`src/rtl/serial_cmp_ctrl_if.sv`:
```
// Handshake/operand bundle for serial_cmp_ctrl: master drives start and operands,
// slave returns busy/done and the registered eq/gt/lt result.
interface serial_cmp_ctrl_if #(
    parameter int WIDTH = 8
);
    logic             start;
    logic [WIDTH-1:0] a;
    logic [WIDTH-1:0] b;
    logic             busy;
    logic             done;
    logic             eq;
    logic             gt;
    logic             lt;

    modport master (
        output start, a, b,
        input  busy, done, eq, gt, lt
    );

    modport slave (
        input  start, a, b,
        output busy, done, eq, gt, lt
    );
endinterface

```
`src/rtl/serial_cmp_ctrl.sv`:
```
// Serial unsigned magnitude compare: one 2-bit slice stepped MSB digit first, N = WIDTH/2 RUN cycles then a one-cycle DONE.
// Optional SERIAL_CMP_EARLY_EXIT_EN ends RUN at the first differing digit. Start is accepted only in IDLE.
module serial_cmp_ctrl #(
    parameter int WIDTH = 8
) (
    input  logic              clk,
    input  logic              rst,
    serial_cmp_ctrl_if.slave  bus
);
    localparam int N  = WIDTH / 2;
    localparam int CW = (N > 1) ? $clog2(N) : 1;
    localparam logic [CW-1:0] D_LAST = CW'(N - 1);

    generate
        if (WIDTH < 2 || (WIDTH % 2) != 0) begin : g_bad_width
            $error("serial_cmp_ctrl: WIDTH must be even and >= 2");
        end
    endgenerate

    typedef enum logic [1:0] {
        S_IDLE,
        S_RUN,
        S_DONE
    } state_t;

    state_t           r_state;
    logic [WIDTH-1:0] r_a;
    logic [WIDTH-1:0] r_b;
    logic [CW-1:0]    r_d;
    logic             r_e;
    logic             r_g;
    logic             r_busy;
    logic             r_done;
    logic             r_eq;
    logic             r_gt;
    logic             r_lt;

    logic [1:0]       w_da;
    logic [1:0]       w_db;
    logic             w_e_next;
    logic             w_g_next;
    logic             w_last;

    assign w_da = r_a[2*r_d +: 2];
    assign w_db = r_b[2*r_d +: 2];

    // Once e drops the decision is final; lower digits cannot change it.
    always_comb begin
        w_e_next = r_e;
        w_g_next = r_g;
        if (r_e) begin
            if (w_da > w_db) begin
                w_e_next = 1'b0;
                w_g_next = 1'b1;
            end else if (w_da < w_db) begin
                w_e_next = 1'b0;
                w_g_next = 1'b0;
            end
        end
`ifdef SERIAL_CMP_EARLY_EXIT_EN
        w_last = (r_d == '0) || !w_e_next;
`else
        w_last = (r_d == '0);
`endif
    end

    always_ff @(posedge clk or posedge rst) begin
        if (rst) begin
            r_state <= S_IDLE;
            r_a     <= '0;
            r_b     <= '0;
            r_d     <= '0;
            r_e     <= 1'b1;
            r_g     <= 1'b0;
            r_busy  <= 1'b0;
            r_done  <= 1'b0;
            r_eq    <= 1'b0;
            r_gt    <= 1'b0;
            r_lt    <= 1'b0;
        end else begin
            case (r_state)
                S_IDLE: begin
                    if (bus.start) begin
                        r_a     <= bus.a;
                        r_b     <= bus.b;
                        r_d     <= D_LAST;
                        r_e     <= 1'b1;
                        r_g     <= 1'b0;
                        r_busy  <= 1'b1;
                        r_state <= S_RUN;
                    end
                end
                S_RUN: begin
                    r_e <= w_e_next;
                    r_g <= w_g_next;
                    if (w_last) begin
                        r_eq    <= w_e_next;
                        r_gt    <= !w_e_next && w_g_next;
                        r_lt    <= !w_e_next && !w_g_next;
                        r_done  <= 1'b1;
                        r_state <= S_DONE;
                    end else begin
                        r_d <= r_d - 1'b1;
                    end
                end
                S_DONE: begin
                    r_done  <= 1'b0;
                    r_busy  <= 1'b0;
                    r_state <= S_IDLE;
                end
                default: begin
                    r_done  <= 1'b0;
                    r_busy  <= 1'b0;
                    r_state <= S_IDLE;
                end
            endcase
        end
    end

    assign bus.busy = r_busy;
    assign bus.done = r_done;
    assign bus.eq   = r_eq;
    assign bus.gt   = r_gt;
    assign bus.lt   = r_lt;
endmodule
```
`src/flat_wrapper.sv`:
```
// flat-port wrapper written by rule: the top's interface ports become plain ports
module serial_cmp_ctrl_flat 
#(
    parameter int WIDTH = 8
)
  (clk, rst, bus_start, bus_a, bus_b, bus_busy, bus_done, bus_eq, bus_gt, bus_lt);
  serial_cmp_ctrl_if #(.WIDTH(WIDTH)) bus_i ();
  input  logic clk;
  input  logic rst;
  input wire logic [$bits(bus_i.start)-1:0] bus_start;
  input wire logic [$bits(bus_i.a)-1:0] bus_a;
  input wire logic [$bits(bus_i.b)-1:0] bus_b;
  output wire logic [$bits(bus_i.busy)-1:0] bus_busy;
  output wire logic [$bits(bus_i.done)-1:0] bus_done;
  output wire logic [$bits(bus_i.eq)-1:0] bus_eq;
  output wire logic [$bits(bus_i.gt)-1:0] bus_gt;
  output wire logic [$bits(bus_i.lt)-1:0] bus_lt;
  assign bus_i.start = bus_start;
  assign bus_i.a = bus_a;
  assign bus_i.b = bus_b;
  assign bus_busy = bus_i.busy;
  assign bus_done = bus_i.done;
  assign bus_eq = bus_i.eq;
  assign bus_gt = bus_i.gt;
  assign bus_lt = bus_i.lt;
  serial_cmp_ctrl #(.WIDTH(WIDTH)) u_core (.clk(clk), .rst(rst), .bus(bus_i));
endmodule
```
`config.mk`:
```
export PLATFORM = sky130hd
export DESIGN_NAME = serial_cmp_ctrl_flat
export DESIGN_NICKNAME = d
export VERILOG_FILES = /design/src/rtl/serial_cmp_ctrl_if.sv /design/src/rtl/serial_cmp_ctrl.sv /design/src/flat_wrapper.sv
export SDC_FILE = /design/constraint.sdc
export NUM_CORES = 1
export LEC_CHECK = 0
export CAP_MARGIN = 5
export CORE_UTILIZATION = 46
export DETAILED_ROUTE_END_ITERATION = 8
export GPL_TIMING_DRIVEN = 1
export HOLD_SLACK_MARGIN = 0.08
export PLACE_DENSITY = 0.83
export SLEW_MARGIN = 20
export SYNTH_ARGS = -nofsm -noshare
export SYNTH_HDL_FRONTEND = slang
export SYNTH_SLANG_ARGS = --single-unit
```
`constraint.sdc`:
```
create_clock -name clk -period 1.8 [get_ports clk]
set_input_delay 0.36 -clock clk [delete_from_list [all_inputs] [get_ports clk]]
set_output_delay 0.36 -clock clk [all_outputs]
set_load 0.03 [all_outputs]
```
* After elaboration in Yosys (flattened, before gate mapping)
Index checks and enable logic that the tools add are counted.
** Storage, ports and cells
- Bits in registers :: 27
- Bits in latches :: 0
- Memory bits (writable) :: 0
- ROM bits :: 0
- Word-level logic and storage cells :: 55
- Memories :: 0
** Cells by class
- Add/subtract/negate cells :: 1
- $mul :: 0
- Divide/modulo/power cells :: 0
- Order comparisons :: 2
- Equal/unequal tests :: 4
- Shift-type cells :: 2
- Multiplexer cells :: 19
- Bitwise gates (word level) :: 2
- Reduce and logical (&&, ||, !) cells :: 14
** Operators with widths (number)
- $shiftx 8x4->2 :: 2
- $reduce_and 2->1 :: 6
- $mux 1 :: 9
- $mux 2 :: 4
- $pmux 1 s2 :: 4
- $pmux 2 s2 :: 2
- $logic_not 2->1 :: 2
- $ne 2x2->1 const B :: 2
- $reduce_and 3->1 :: 1
- $eq 2x1->1 const B :: 1
- $gt 2x2->1 :: 1
- $logic_and 1x1->1 :: 2
- $logic_not 1->1 :: 2
- $lt 2x2->1 :: 1
- $ne 2x1->1 const B :: 1
- $not 1->1 :: 2
- $reduce_bool 2->1 :: 1
- $sub 2x1->2 const B :: 1

* Logic depth before layout (Yosys ltp)
- Depth after elaboration :: 7
- Mapped depth :: 7

* Worst setup path after synthesis
No wires, ideal clock.
- Path kind :: reg2reg
- Start point :: reg u_core.r_d[0]
- End point :: reg u_core.r_lt, in the netlist u_core.bus.lt
- Setup time :: 0.125 ns
- Arrival :: 1.783 ns
- Slack :: -0.108 ns
- Cell stages (with the launch flop) :: 7
- Period minus slack after synthesis :: 1.908 ns
- Path through :: dfrtp_1 -> buf_2 -> mux4_2 -> ha_1 -> nor2b_1 -> o22ai_1 -> mux2_2
** Between the ends
- Longest elaborated chain between the ends :: 7
- Elaborated cells on any way between the ends :: 15
- Classes of those cells :: order compare: 2; shift: 2; mux: 6; reduce/logical: 5
** RTL lines
- from (decl) :: line serial_cmp_ctrl.sv:29 : logic [CW-1:0] r_d;
- from (signal assigned) :: line serial_cmp_ctrl.sv:103 : r_d <= r_d - 1'b1;
- $shiftx 8x4->2 (on tied branches) :: line serial_cmp_ctrl.sv:44, serial_cmp_ctrl.sv:45
- $lt 2x2->1 :: line serial_cmp_ctrl.sv:55 : end else if (w_da < w_db) begin
- $mux 1 :: line serial_cmp_ctrl.sv:55
- $mux 1 :: line serial_cmp_ctrl.sv:52 : if (w_da > w_db) begin
- $mux 1 :: line serial_cmp_ctrl.sv:51 : if (r_e) begin
- $logic_not 1->1 :: line serial_cmp_ctrl.sv:99 : r_lt <= !w_e_next && !w_g_next;
- $logic_and 1x1->1 :: line serial_cmp_ctrl.sv:99
- to (signal assigned) :: line serial_cmp_ctrl.sv:99
- to (decl) :: line serial_cmp_ctrl.sv:36 : logic r_lt;
Several ways; a longest one is shown, not always the timed one.
A chain may end at the register's enable or synchronous reset.

* Final worst setup path
Ends and elaborated chain as after synthesis.

==> impl_metrics.tcl <==
set metrics [dict create \
    r2r_slack_ns -0.14 \
    htreeDepth 1 \
    synthSimpleGateAreaFrac 0.0808 \
    cp_top_family "multiplexers" \
    static-leakage-power_nw 0.771 \
    grt_pass1_vias 880 \
    synth-xor-area-share 0 \
    synth.avg_cell_area_um2 13.8 \
    cp-start-kind "register" \
    grt_pass1_wl_mm 3.91 \
    outcome "finished, violations left" \
    crit_buf_inv 0 \
    yosys_warnings 0 \
    cts_buffer_depth 2 \
    slew_viol_final 0 \
    setup_slack_ns -0.143 \
    gr-usage-all-layers 0.187 \
    antenna_cells 0 \
    clk_latency_ns 0.34 \
    yosysSeqAreaShare 0.521 \
    cts_tree "done" \
    vias 815 \
    gp_congestion 0.844 \
    synth_compound_area_frac 0.0626 \
    path_clk_slew_ns 0.15 \
    final.min_clock_period_ns 1.94 \
    tightestPinTransition_ns 0.331 \
    dp_hpwl_mm 1.72 \
    start_util 0.506 \
    crit_path_cell_trace "mux4_2 > ha_4 > nor2b_4 > o22ai_2 > mux2_4" \
    cp.required_ns 2.03 \
    rsz0062_at_grt "true" \
    die_x_um 55.2 \
    antenna_found_initial 0 \
    synth_seq_cells 27 \
    synth.area.mux_share 0.260 \
    worst_clock_skew_ns 0.0115 \
    antenna_left 0 \
    cts.sinks 27 \
    wl_per_cell_um 15.1 \
    placed_cells 147 \
    fin_nets 146 \
    drive_gt1_frac 0.350 \
    setup_viol 2 \
    grt_start_max_net_pins 28 \
    placed_cell_area_um2 1600 \
    rows 18 \
    hold_path.class "in -> async" \
    end_kind "register" \
    overflow 0 \
    drv_cap 0 \
    violations "setup timing" \
    die-height_um 55.2 \
    slew_headroom 0.779 \
    totalWireLength_mm 2.31 \
    die-area_um2 3040 \
    synth_area_um2 1300 \
    first_pass_iters 8 \
    fin_cells 153 \
    io_pins 24 \
    synthCells 94 \
    numCtsBuffers 3 \
    fin_crit_sh 1.08 \
    worstPathMaxFanout 5 \
    ys_types 26 \
    finalHoldViolCount 0 \
    p_per_area_nw_per_um2 1920 \
    drtIter0Drc 8 \
    core_area_um2 2570 \
    io_buffers 23 \
    viasPerCell 5.33 \
    layout_commonest_cell "dfrtp_1" \
    mostFrequentLayoutCells "25 x dfrtp_1, 20 x clkdlybuf4s50_1, 10 x mux2_4" \
    peakVddDrop_mv 1.27 \
    synth_top_family_by_area "multiplexers" \
    cp.arrival_ns 2.17 \
    cpPeakStageDelay_ns 0.55 \
    slowest_stage "mux4_2" \
    drc 0 \
    worstSetupPathType "reg -> reg" \
    fmax_ghz 0.515 \
    cts-root-buf "clkbuf_4" \
    syn_to_final_growth_pct 29.7 \
    synth_nets 116 \
    finalInstanceArea_um2 1690 \
    synthAdderAreaFrac 0.0289 \
]
[metrics by stage]
step	power (mW)	utilization	hold slack [ns]	setup slack [ns]	TNS [ns]
final	3.24	0.657	0.365	-0.143	-0.221
after global routing	3.47	0.657	0.389	-0.180	-0.413
after detailed placement	2.71	0.621	0.474	-0.172	-0.387
after global placement	2.60	0.621	0.462	-0.0852	-0.176
after floorplan	2.32	-	0.412	-0.00775	-0.00775
after CTS	3.12	0.643	0.380	-0.106	-0.194
[layer usage]
layer,GRT usage,share of wire
met1,0.236,0.44
met3,0.0601,0.051
met2,0.313,0.50
met4,0.0417,0.0043
met5,0,0
[sequential cells by signal, indices dropped and copies added, names as in the netlist]
| signal | flops |
|---|---|
| u_core.bus.gt | 1 |
| u_core.r_g | 1 |
| u_core.r_d | 2 |
| u_core.bus.lt | 1 |
| u_core.r_b | 8 |
| u_core.bus.busy | 1 |
| u_core.r_a | 8 |
| u_core.r_e | 1 |
| u_core.bus.done | 1 |
| u_core.r_state | 2 |
| u_core.bus.eq | 1 |
[path summary, 6_finish.rpt]
path,startpoint,to,cells after the start
min in group clk,u_core.bus.busy,u_core.bus.busy,1
max in group asynchronous,rst,u_core.r_e,3
hold / removal,rst,u_core.r_state[1],3
setup reg to reg,u_core.r_d[0],u_core.bus.lt,5
setup / recovery,u_core.r_d[0],u_core.bus.lt,5
hold reg to reg,u_core.bus.busy,u_core.bus.busy,1
[kinds of logic (layout without fill, tap and decap cells)]
group,Yosys count,count (layout)
AOI/OAI and AO/OA,13,13
adders and majority gates,3,3
buffers and inverters,11,40
DFF,27,27
muxes,23,23
and+or+nand+nor,17,17
[cell usage after synthesis]
library cell  number  area, µm²
buf_6              2       22.5
o31ai_1            1       7.51
a21oi_1            2       10.0
o22ai_1            2       12.5
nand2b_1           4       25.0
a2bb2oi_1          1       8.76
mux4_2             4       90.1
nand4_1            1       6.26
mux2_2             8       90.1
and4_1             1       8.76
nor2_1             3       11.3
mux2_4             9        135
inv_1              7       26.3
o21ai_0            4       20.0
nor3b_4            1       18.8
mux2_1             2       22.5
nor2b_1            2       12.5
buf_4              1       7.51
a21o_1             2       15.0
nand2_1            4       15.0
buf_2              1       5.00
dfrtp_1           26        651
a21boi_0           1       7.51
ha_1               3       37.5
nand3b_1           1       7.51
dfstp_2            1       26.3
[worst register-to-register path: stages, from the launching register on]
cell and delay, ns:
dfrtp_2 0.47, mux4_2 0.55, ha_4 0.30, nor2b_4 0.17, o22ai_2 0.08, mux2_4 0.26
[report_power, final]
group,switching (mW),internal (mW)
Combinational,0.733,1.08
Clock,0.185,0.0852
Sequential,0.250,0.911
[cell type report]
class | count | area (µm²)
multi-input combinational | 56 | 619
sequential | 27 | 678
inverter | 7 | 26.3
clock inverter | 1 | 7.51
fill | 209 | 881
tap | 30 | 37.5
timing repair buffer | 29 | 295
clock buffer | 3 | 22.5
[timing repair]
action                     in CTS  in global routing
setup buffers                   1                  1
resized for setup               5                 10
setup endpoints to repair       3                  7
gates cloned                    0                  0
pin swaps                       2                  3
hold buffers                    0                  0
Note: power is estimated with default switching activity, not from simulation.
